### config.mk
export PLATFORM = sky130hd
export DESIGN_NAME = sw_alloc_out
export DESIGN_NICKNAME = d
export VERILOG_FILES = /design/src/rtl/router_pkg.sv /design/src/rtl/rr_arb5.sv /design/src/rtl/sw_alloc_out.sv
export SDC_FILE = /design/constraint.sdc
export NUM_CORES = 1
export LEC_CHECK = 0
export CAP_MARGIN = 20
export CELL_PAD_IN_SITES_DETAIL_PLACEMENT = 0
export CELL_PAD_IN_SITES_GLOBAL_PLACEMENT = 1
export CORE_ASPECT_RATIO = 1.4
export CORE_MARGIN = 3
export CORE_UTILIZATION = 40
export CTS_CLUSTER_SIZE = 12
export DETAILED_ROUTE_END_ITERATION = 8
export GPL_ROUTABILITY_DRIVEN = 0
export GPL_TIMING_DRIVEN = 0
export PLACE_DENSITY_LB_ADDON = 0.1
export SLEW_MARGIN = 20
export SYNTH_ARGS = -nofsm -noshare
export SYNTH_HDL_FRONTEND = slang
export SYNTH_SLANG_ARGS = --single-unit
### constraint.sdc
create_clock -name clk -period 4 [get_ports clk]
set_input_delay 0.8 -clock clk [delete_from_list [all_inputs] [get_ports clk]]
set_output_delay 0.8 -clock clk [all_outputs]
set_load 0.1 [all_outputs]
### src/rtl/router_pkg.sv
// Shared router definitions: port count, one-hot port codes, allocator states, credit depth.
package router_pkg;
  localparam int unsigned NPORT      = 5;
  localparam int unsigned CRED_DEPTH = 4;
  localparam int unsigned PTRW       = 3;

  localparam logic [NPORT-1:0] P0_OH = 5'b00001;
  localparam logic [NPORT-1:0] P1_OH = 5'b00010;
  localparam logic [NPORT-1:0] P2_OH = 5'b00100;
  localparam logic [NPORT-1:0] P3_OH = 5'b01000;
  localparam logic [NPORT-1:0] P4_OH = 5'b10000;

  typedef enum logic {
    IDLE = 1'b0,
    LOCK = 1'b1
  } state_e;

  function automatic logic [PTRW-1:0] oh_to_idx(input logic [NPORT-1:0] oh);
    logic [PTRW-1:0] idx;
    idx = '0;
    case (oh)
      P1_OH:   idx = 3'd1;
      P2_OH:   idx = 3'd2;
      P3_OH:   idx = 3'd3;
      P4_OH:   idx = 3'd4;
      default: idx = 3'd0;
    endcase
    return idx;
  endfunction

  function automatic logic [PTRW-1:0] next_port(input logic [PTRW-1:0] idx);
    return (idx == PTRW'(NPORT - 1)) ? '0 : idx + PTRW'(1);
  endfunction
endpackage

### src/rtl/rr_arb5.sv
// Combinational round-robin arbiter: rotate by ptr, pick lowest set bit, rotate back.
module rr_arb5
  import router_pkg::*;
(
  input  logic [NPORT-1:0] elig,
  input  logic [PTRW-1:0]  ptr,
  output logic [NPORT-1:0] win
);
  logic [2*NPORT-1:0] rot_dbl;
  logic [2*NPORT-1:0] back_dbl;
  logic [NPORT-1:0]   rot;
  logic [NPORT-1:0]   rot_win;

  always_comb begin
    rot_dbl  = {elig, elig} >> ptr;
    rot      = rot_dbl[NPORT-1:0];
    rot_win  = rot & (~rot + NPORT'(1));
    back_dbl = {rot_win, rot_win} << ptr;
    win      = back_dbl[2*NPORT-1:NPORT];
  end
endmodule

### src/rtl/sw_alloc_out.sv
// Per-output switch allocator: packet-granular round-robin lock with downstream credit gating.
module sw_alloc_out #(
  parameter int unsigned NPORT      = router_pkg::NPORT,
  parameter int unsigned CRED_DEPTH = router_pkg::CRED_DEPTH,
  parameter int unsigned CW         = $clog2(CRED_DEPTH + 1)
) (
  input  logic             clk,
  input  logic             rst_n,
  input  logic [NPORT-1:0] req,
  input  logic [NPORT-1:0] head,
  input  logic [NPORT-1:0] tail,
  input  logic             credit_in,
  output logic [NPORT-1:0] grant,
  output logic             fire,
  output logic [CW-1:0]    credit_cnt,
  output logic             credit_err
);
  import router_pkg::*;

  state_e          state_q, state_d;
  logic [NPORT-1:0] grant_q, grant_d;
  logic [PTRW-1:0]  rr_ptr_q, rr_ptr_d;
  logic [CW-1:0]    cred_q, cred_d;
  logic             err_q, err_d;

  logic [NPORT-1:0] elig;
  logic [NPORT-1:0] win;
  logic             cred_ok;
  logic             req_g;
  logic             tail_g;
  logic             fire_c;

  assign elig = req & head;

  rr_arb5 u_arb (
    .elig (elig),
    .ptr  (rr_ptr_q),
    .win  (win)
  );

  always_comb begin
    cred_ok  = (cred_q != '0);
    req_g    = |(req & grant_q);
    tail_g   = |(tail & grant_q);
    fire_c   = (state_q == LOCK) && req_g && cred_ok;

    state_d  = state_q;
    grant_d  = grant_q;
    rr_ptr_d = rr_ptr_q;
    cred_d   = cred_q;
    err_d    = err_q;

    if (state_q == IDLE) begin
      if ((elig != '0) && cred_ok) begin
        grant_d = win;
        state_d = LOCK;
      end
    end else if (fire_c && tail_g) begin
      grant_d  = '0;
      state_d  = IDLE;
      rr_ptr_d = next_port(oh_to_idx(grant_q));
    end

    // A simultaneous fire and returned credit cancel, so neither the saturation check nor a decrement applies.
    if (fire_c && !credit_in) begin
      cred_d = cred_q - CW'(1);
    end else if (credit_in && !fire_c) begin
      if (cred_q == CW'(CRED_DEPTH)) err_d = 1'b1;
      else                           cred_d = cred_q + CW'(1);
    end
  end

  always_ff @(posedge clk or negedge rst_n) begin
    if (!rst_n) begin
      state_q  <= IDLE;
      grant_q  <= '0;
      rr_ptr_q <= '0;
      cred_q   <= CW'(CRED_DEPTH);
      err_q    <= 1'b0;
    end else begin
      state_q  <= state_d;
      grant_q  <= grant_d;
      rr_ptr_q <= rr_ptr_d;
      cred_q   <= cred_d;
      err_q    <= err_d;
    end
  end

  assign grant      = grant_q;
  assign fire       = fire_c;
  assign credit_cnt = cred_q;
  assign credit_err = err_q;
endmodule
---- Word-level counts from Yosys, hierarchy flattened ----
Index checks and enable logic that the tools add are counted.
W data, S select, Z words.
cells by class
  $add $sub $neg .......................... 4
  shifts and indexed selects .............. 2
  bitwise gates (word level) .............. 6
  reductions and logical operators ........ 18
  mux-type cells .......................... 13
  equality and inequality tests ........... 8
operators with widths
  cell                   count
  $and A5 B5 Y5          4
  $mux W3                6
  $mux W5                3
  $pmux W3 S4            1
  $reduce_or A5 Y1       2
  $shl A10 B3 Y10        1
  $shr A10 B3 Y5         1
  $add A3 B1 Y3 const B  2
  $eq A3 B3 Y1 const B   2
  $logic_and A1 B1 Y1    6
  $reduce_and A2 Y1      3
  $add A5 B1 Y5 const B  1
  $eq A5 B2 Y1 const B   1
  $eq A5 B3 Y1 const B   1
  $eq A5 B4 Y1 const B   1
  $eq A5 B5 Y1 const B   1
  $not A5 Y5             1
  $reduce_bool A5 Y1     1
  $reduce_bool A2 Y1     2
  $mux W1                3
  $reduce_and A3 Y1      1
  $reduce_bool A3 Y1     1
  $sub A3 B1 Y3 const B  1
  $logic_not A1 Y1       2
  3 further kinds        3
storage, ports and cells
  output and inout bits ................... 10
  bits of input ports ..................... 18
  bits in registers ....................... 13
  logic and storage cells ................. 56

---- Longest topological paths before layout ----
Gate-level depths: netlist (run 1).
  word-level depth ........................ 9
  depth in mapped cells ................... 10
  mapped depth without buffers ............ 9

---- Modules after synthesis ----
From an unflattened synthesis (run 1), not the netlist that was laid out.
unflattened totals
  cells, all modules ...................... 173
  area total of the unflattened synthesis .. 1422.6 µm²
by module, submodules not included
  module        area an instance (µm²)  times used  cells an instance  seq. area each (µm²)
  sw_alloc_out  834.6                   1           85                 326.6
  rr_arb5       588.1                   1           88                 0.0

---- Worst setup path after synthesis (run 1) ----
No wires, ideal clock.
  path kind ............................... register -> register
  start ................................... register grant_q[3], in the netlist grant[3]
  end ..................................... register cred_q[2], in the netlist credit_cnt[2]
  cell stages (with the launch flop) ...... 11
  arrival time ............................ 4109 ps
  buffers on the path ..................... 1
  setup slack ............................. -210 ps
  cell sequence ........................... dfrtp_1 buf_2 a22oi_1 a211oi_2 ha_1 inv_1 fa_1 nor3_1 a21oi_1 o21ai_0 o31ai_1
on the way
  word-level cells in the longest chain between the ends .. 8
RTL lines
  item                                   line                text
  from (decl)                            sw_alloc_out.sv:21  logic [NPORT-1:0] grant_q, grant_d;
  from (signal assigned)                 sw_alloc_out.sv:82  grant_q <= grant_d;
  $and A5 B5 Y5 (*)                      sw_alloc_out.sv:43  req_g = |(req & grant_q);
  $reduce_or A5 Y1 (*)                   sw_alloc_out.sv:43
  $logic_and A1 B1 Y1 (*) (2 in series)  sw_alloc_out.sv:45  fire_c = (state_q == LOCK) && req_g && cred_ok;
  named net fire                         sw_alloc_out.sv:14  output logic fire,
  $logic_not A1 Y1                       sw_alloc_out.sv:67  end else if (credit_in && !fire_c) begin
  $logic_and A1 B1 Y1                    sw_alloc_out.sv:67
  $reduce_bool A2 Y1 (no source line)    -
  $reduce_and A2 Y1 (no source line)     -
  to (signal assigned)                   sw_alloc_out.sv:78  cred_q <= CW'(CRED_DEPTH);
  to (signal assigned)                   sw_alloc_out.sv:84  cred_q <= cred_d;
  to (decl)                              sw_alloc_out.sv:23  logic [CW-1:0] cred_q, cred_d;
The timed path passes the listed nets; every way through them passes the cells marked *.
A chain may end at the register's enable or synchronous reset.

---- Final worst setup path (run 1) ----
  start ................................... input req[0]
  end ..................................... output fire
on the way
  word-level cells in the longest chain between the ends .. 4
RTL lines
  item                               line                text
  from (decl)                        sw_alloc_out.sv:9   input logic [NPORT-1:0] req,
  $and A5 B5 Y5                      sw_alloc_out.sv:43
  $reduce_or A5 Y1                   sw_alloc_out.sv:43
  $logic_and A1 B1 Y1 (2 in series)  sw_alloc_out.sv:45
  to (decl)                          sw_alloc_out.sv:14
No other way between the ends.

==> flow_summary.ini, run 1 <==
[outcome]
status = complete, no violations

[yosys]
synth_edf_count = 0
synth-async-reset-ratio = 1.00
ys_seq_elements = 13
netlist_area_mm2 = 0.00133
synth_top_cell_by_area = dfrtp_1
yosysUniqueCellTypes = 55
synth_flop_cell = dfrtp_1
syn_inst = 162
syn-num-nets = 185
yosysSeqAreaShare = 0.245
synth_top_area_frac = 0.225
yosys_warnings = 0
synth.avg_cell_area_um2 = 8.23
synth_area_leaders = dfrtp_1, a21oi_1, ha_1

[detailed_routing]
drc_errors = 0
viasPerCell = 6.27
wl_per_cell_um = 17.8
firstDrtPassIters = 4
drtIter0Drc = 53
routed_wl_mm = 4.14
drtAntennaViolNets = 0
via_count = 1454

[grt]
antenna_found_initial = 0
grt_pass1_wl_mm = 6.56
first_global_vias = 1436
gr-total-overflow = 0
track_usage = 0.220
grt_max_degree = 14

[cells_and_area]
diodes = 0
areaGrowthSynthToFinish_pct = 27.9
finalNetCount = 217
mostFrequentLayoutCell = clkdlybuf4s50_1
fill_cells = 321
fin_cells = 232
drive_above_1_share = 0.0984
final_cell_mix = clkdlybuf4s50_1, a21oi_1, dfrtp_1

[sta]
finalSetupViolations = 0
period_share = 0.969
skew_ns = 0.00249
rsz0062_at_grt = false
period_minus_slack_ns = 3.88
finalMaxSlewViolations = 0
tightestPinTransition_ns = 0.973
tns_ns = 0
hold_viol_final = 0
max_freq_mhz = 258
relSlewSlack = 0.349

[clocking]
cts_tree = yes
h-tree-depth = 1
post_cts_buffers = 0
cts.sinks = 13
clk_pin_slew_ns = 0.05
cts_buffers = 3
clk_latency_ns = 0.25
post_cts_resized = 0
clockBufferDepth = 2
holdBufCountCts = 0
cts_root_buf = clkbuf_8

[setup_path]
criticalPathCategory = input pin to output pin
cp.required_ns = 3.20
cp-end-kind = output pin
path_max_fanout = 5
crit_top_cell = clkdlybuf4s50_1
start_kind = input pin
cp_cell_sequence = clkdlybuf4s50_1 -> a22oi_1 -> a211oi_4 -> clkdlybuf4s50_1
crit_family = buffers and inverters
worst-path-buf-inv = 2
slowest_delay_ns = 1.20
slowest_stage = clkdlybuf4s50_1
critPathArrivalTime_ns = 3.08

[pwr]
irDropWorstVdd_uv = 691
p_leak_uw = 0.000667
total_power_uw = 1550
p_per_area_mw_per_mm2 = 910

[floorplanning]
die_w_um = 54.8
die-area_mm2 = 0.00407
std_cell_rows = 24
fp.dieH_um = 74.3
ioPinCount = 28
core_area_mm2 = 0.00315
initial_core_util = 0.423

[worst_hold_path]
hold_class = register to register

[place]
portBuffers = 27
dp_cells = 228
dpl.hpwl_mm = 3.28

[run]
max-cap-violations = 0
## logic make-up after synthesis
kind of cell	count (synthesis)	synth area share
compound gates	65	0.355
simple gates	53	0.227
buf+inv	19	0.0619
mux	3	0.0328
flops	13	0.245
fa+ha+maj	5	0.0525
xor+xnor	4	0.0263
## state kept, by name (all words and copies together) (netlist names)
name        cells
credit_err      1
credit_cnt      3
grant           5
state_q         1
rr_ptr_q        3
## synthesized netlist by cell type (all sizes together) (2+ instances only)
| master | number |
|---|---|
| nand2 | 11 |
| nor3 | 5 |
| xnor2 | 3 |
| a21oi | 12 |
| nand4 | 3 |
| and3b | 3 |
| dfrtp | 12 |
| a21o | 3 |
| nand3 | 4 |
| ha | 4 |
| a211oi | 7 |
| o31ai | 2 |
| a31o | 2 |
| o21ai | 13 |
| clkbuf | 2 |
| nor4 | 3 |
| nand4b | 2 |
| and2 | 5 |
| inv | 11 |
| a2111oi | 3 |
| nor2 | 9 |
| a222oi | 2 |
| buf | 6 |
| o21a | 3 |
| o22ai | 2 |
| a31oi | 3 |
| and4b | 3 |
| a22oi | 3 |
## per-stage QoR
stage	setup slack (ns)	cell area (um^2)	hold slack, ns	utilization
3_3_place_gp	0.159	1660	0.476	0.527
4_1_cts	0.146	1710	0.484	0.541
2_1_floorplan	0.251	1340	0.493	-
5_1_grt	0.0598	1710	0.496	0.541
3_5_place_dp	0.158	1660	0.472	0.527
6_report	0.122	1710	0.488	0.541
## routing by layer
metal,up-vias,track usage,routed length (um)
met5,-,0,0
met4,0,0.125,158
met3,15,0.0140,194
met2,52,0.378,2090
met1,697,0.263,1690
li1,690,-,-
## power breakdown
part	switching (uW)	internal [uW]	leakage, uW	total [uW]
combinational	776	391	0.000485	1170
sequential	73.7	193	0.000159	266
clock	48.8	70.5	0.0000228	119
total	898	654	0.000667	1550
## final cells by class
type | count | area, um^2 | share of cell area
inverters | 11 | 41.3 | 0.0242
multi-input cells | 130 | 932 | 0.547
plain buffers | 8 | 41.3 | 0.0242
repair buffers | 27 | 270 | 0.158
well taps | 39 | 48.8 | 0.0286
clock buffers | 4 | 45.0 | 0.0264
flip-flops and latches | 13 | 327 | 0.191
## final timing paths
| kind | start | endpoint | slack [ns] | cells after the start |
|---|---|---|---|---|
| min | credit_err$_DFFE_PN0P_ | credit_err$_DFFE_PN0P_ | 0.49 | 1 |
| max in group asynchronous | rst_n | grant[1]$_DFFE_PN0P_ | 2.68 | 1 |
| max reg2reg | grant[2]$_DFFE_PN0P_ | credit_cnt[2]$_DFFE_PN1P_ | 1.53 | 9 |
| max | req[0] | fire | 0.12 | 4 |
| min in group asynchronous | rst_n | grant[4]$_DFFE_PN0P_ | 0.93 | 1 |
| min reg2reg | credit_err$_DFFE_PN0P_ | credit_err$_DFFE_PN0P_ | 0.49 | 1 |
Note: power is estimated with default switching activity, not from simulation.
==> run 2: changes to the inputs <==
- CORE_MARGIN: 3 -> default
==> flow_summary.ini, run 2 (synthesis results as in run 1) <==
[setup_path]
start_kind = input pin
path_max_fanout = 5
criticalPathCategory = input pin to output pin
cp.required_ns = 3.20
critPathArrivalTime_ns = 3.05
slowest_delay_ns = 1.19
cp_cell_sequence = clkdlybuf4s50_1 -> a22oi_1 -> a211oi_4 -> clkdlybuf4s50_1
cp-end-kind = output pin
crit_top_cell = clkdlybuf4s50_1
slowest_stage = clkdlybuf4s50_1

[cells_and_area]
areaGrowthSynthToFinish_pct = 27.9
final_area_mm2 = 0.00171
drive_above_1_share = 0.0984
mostFrequentLayoutCell = clkdlybuf4s50_1
fill_cells = 320
finalNetCount = 217
final_cell_mix = clkdlybuf4s50_1, a21oi_1, dfrtp_1
diodes = 0
largest_reg_flops = 5

[clocking]
holdBufCountCts = 0
cts.sinks = 13
cts_root_buf = clkbuf_8
post_cts_resized = 0
cts_buffers = 3
h-tree-depth = 1
clk_latency_ns = 0.24
post_cts_buffers = 0
cts_tree = yes
clockBufferDepth = 2
clk_pin_slew_ns = 0.05

[detailed_routing]
wl_per_cell_um = 17.4
viasPerCell = 6.22
drtIter0Drc = 70
firstDrtPassIters = 4
via_count = 1443
drc_errors = 0
drtAntennaViolNets = 0
routed_wl_mm = 4.04

[sta]
skew_ns = 0.00310
period_minus_slack_ns = 3.85
hold_viol_final = 0
relSlewSlack = 0.349
tightestPinTransition_ns = 0.973
period_share = 0.964
whs_ns = 0.481
tns_ns = 0
max_freq_mhz = 259
rsz0062_at_grt = false
finalSetupViolations = 0
finalMaxSlewViolations = 0

[pwr]
p_leak_uw = 0.000667
irDropWorstVdd_uv = 595
p_per_area_mw_per_mm2 = 909

[floorplanning]
initial_core_util = 0.423
core_area_mm2 = 0.00315
die_w_um = 50.8
die-area_mm2 = 0.00357
ioPinCount = 28
fp.dieH_um = 70.3
std_cell_rows = 24

[outcome]
status = complete, no violations

[grt]
grt_max_degree = 14
antenna_found_initial = 0
first_global_vias = 1460
gr-total-overflow = 0
track_usage = 0.248
grt_pass1_wl_mm = 6.78

[place]
dpl.hpwl_mm = 3.27
portBuffers = 27
placed_area_mm2 = 0.00166

[run]
max-cap-violations = 0

[worst_hold_path]
hold_class = register to register
run 2: worst paths after layout:
check,from,end,slack [ns],cells past startpoint
max in group asynchronous,rst_n,credit_err$_DFFE_PN0P_,2.67,1
min,credit_err$_DFFE_PN0P_,credit_err$_DFFE_PN0P_,0.48,1
max reg2reg,grant[1]$_DFFE_PN0P_,credit_cnt[2]$_DFFE_PN1P_,1.48,9
min reg2reg,credit_err$_DFFE_PN0P_,credit_err$_DFFE_PN0P_,0.48,1
max,req[0],fire,0.15,4
min in group asynchronous,rst_n,grant[4]$_DFFE_PN0P_,0.94,1
run 2: per-layer routing:
layer  global-route usage  vias up  wire length (um)
li1                     -      689                 -
met1                0.273      680              1560
met2                0.464       62              2180
met3               0.0153       12               172
met4                0.117        0               127
met5                    0        -                 0
run 2: stage by stage:
step / setup WS (ns) / std cells / util / total power, uW
4_1_cts: 0.143 / 232 / 0.541 / 1550
2_1_floorplan: 0.251 / 162 / - / 1150
3_3_place_gp: 0.160 / 228 / 0.527 / 1410
5_1_grt: 0.0719 / 232 / 0.541 / 1660
3_5_place_dp: 0.158 / 228 / 0.527 / 1430
6_report: 0.146 / 232 / 0.541 / 1550
run 2: report_power, final:
group | switching, uW | internal, uW
sequential | 70.3 | 193
combinational | 781 | 390
clock | 46.3 | 70.3
total | 897 | 653
run 2: cell type report:
class	count	area, um^2	share of cell area
well taps	39	48.8	0.0286
repair buffers	27	270	0.158
clock buffers	4	45.0	0.0264
multi-input cells	130	932	0.547
flip-flops and latches	13	327	0.191
plain buffers	8	41.3	0.0242
inverters	11	41.3	0.0242
run 2: critical path: cells and delay by family:
family                 cells  cell delay [ns]
buffers and inverters      2             1.74
AOI/OAI and AO/OA          2             0.50
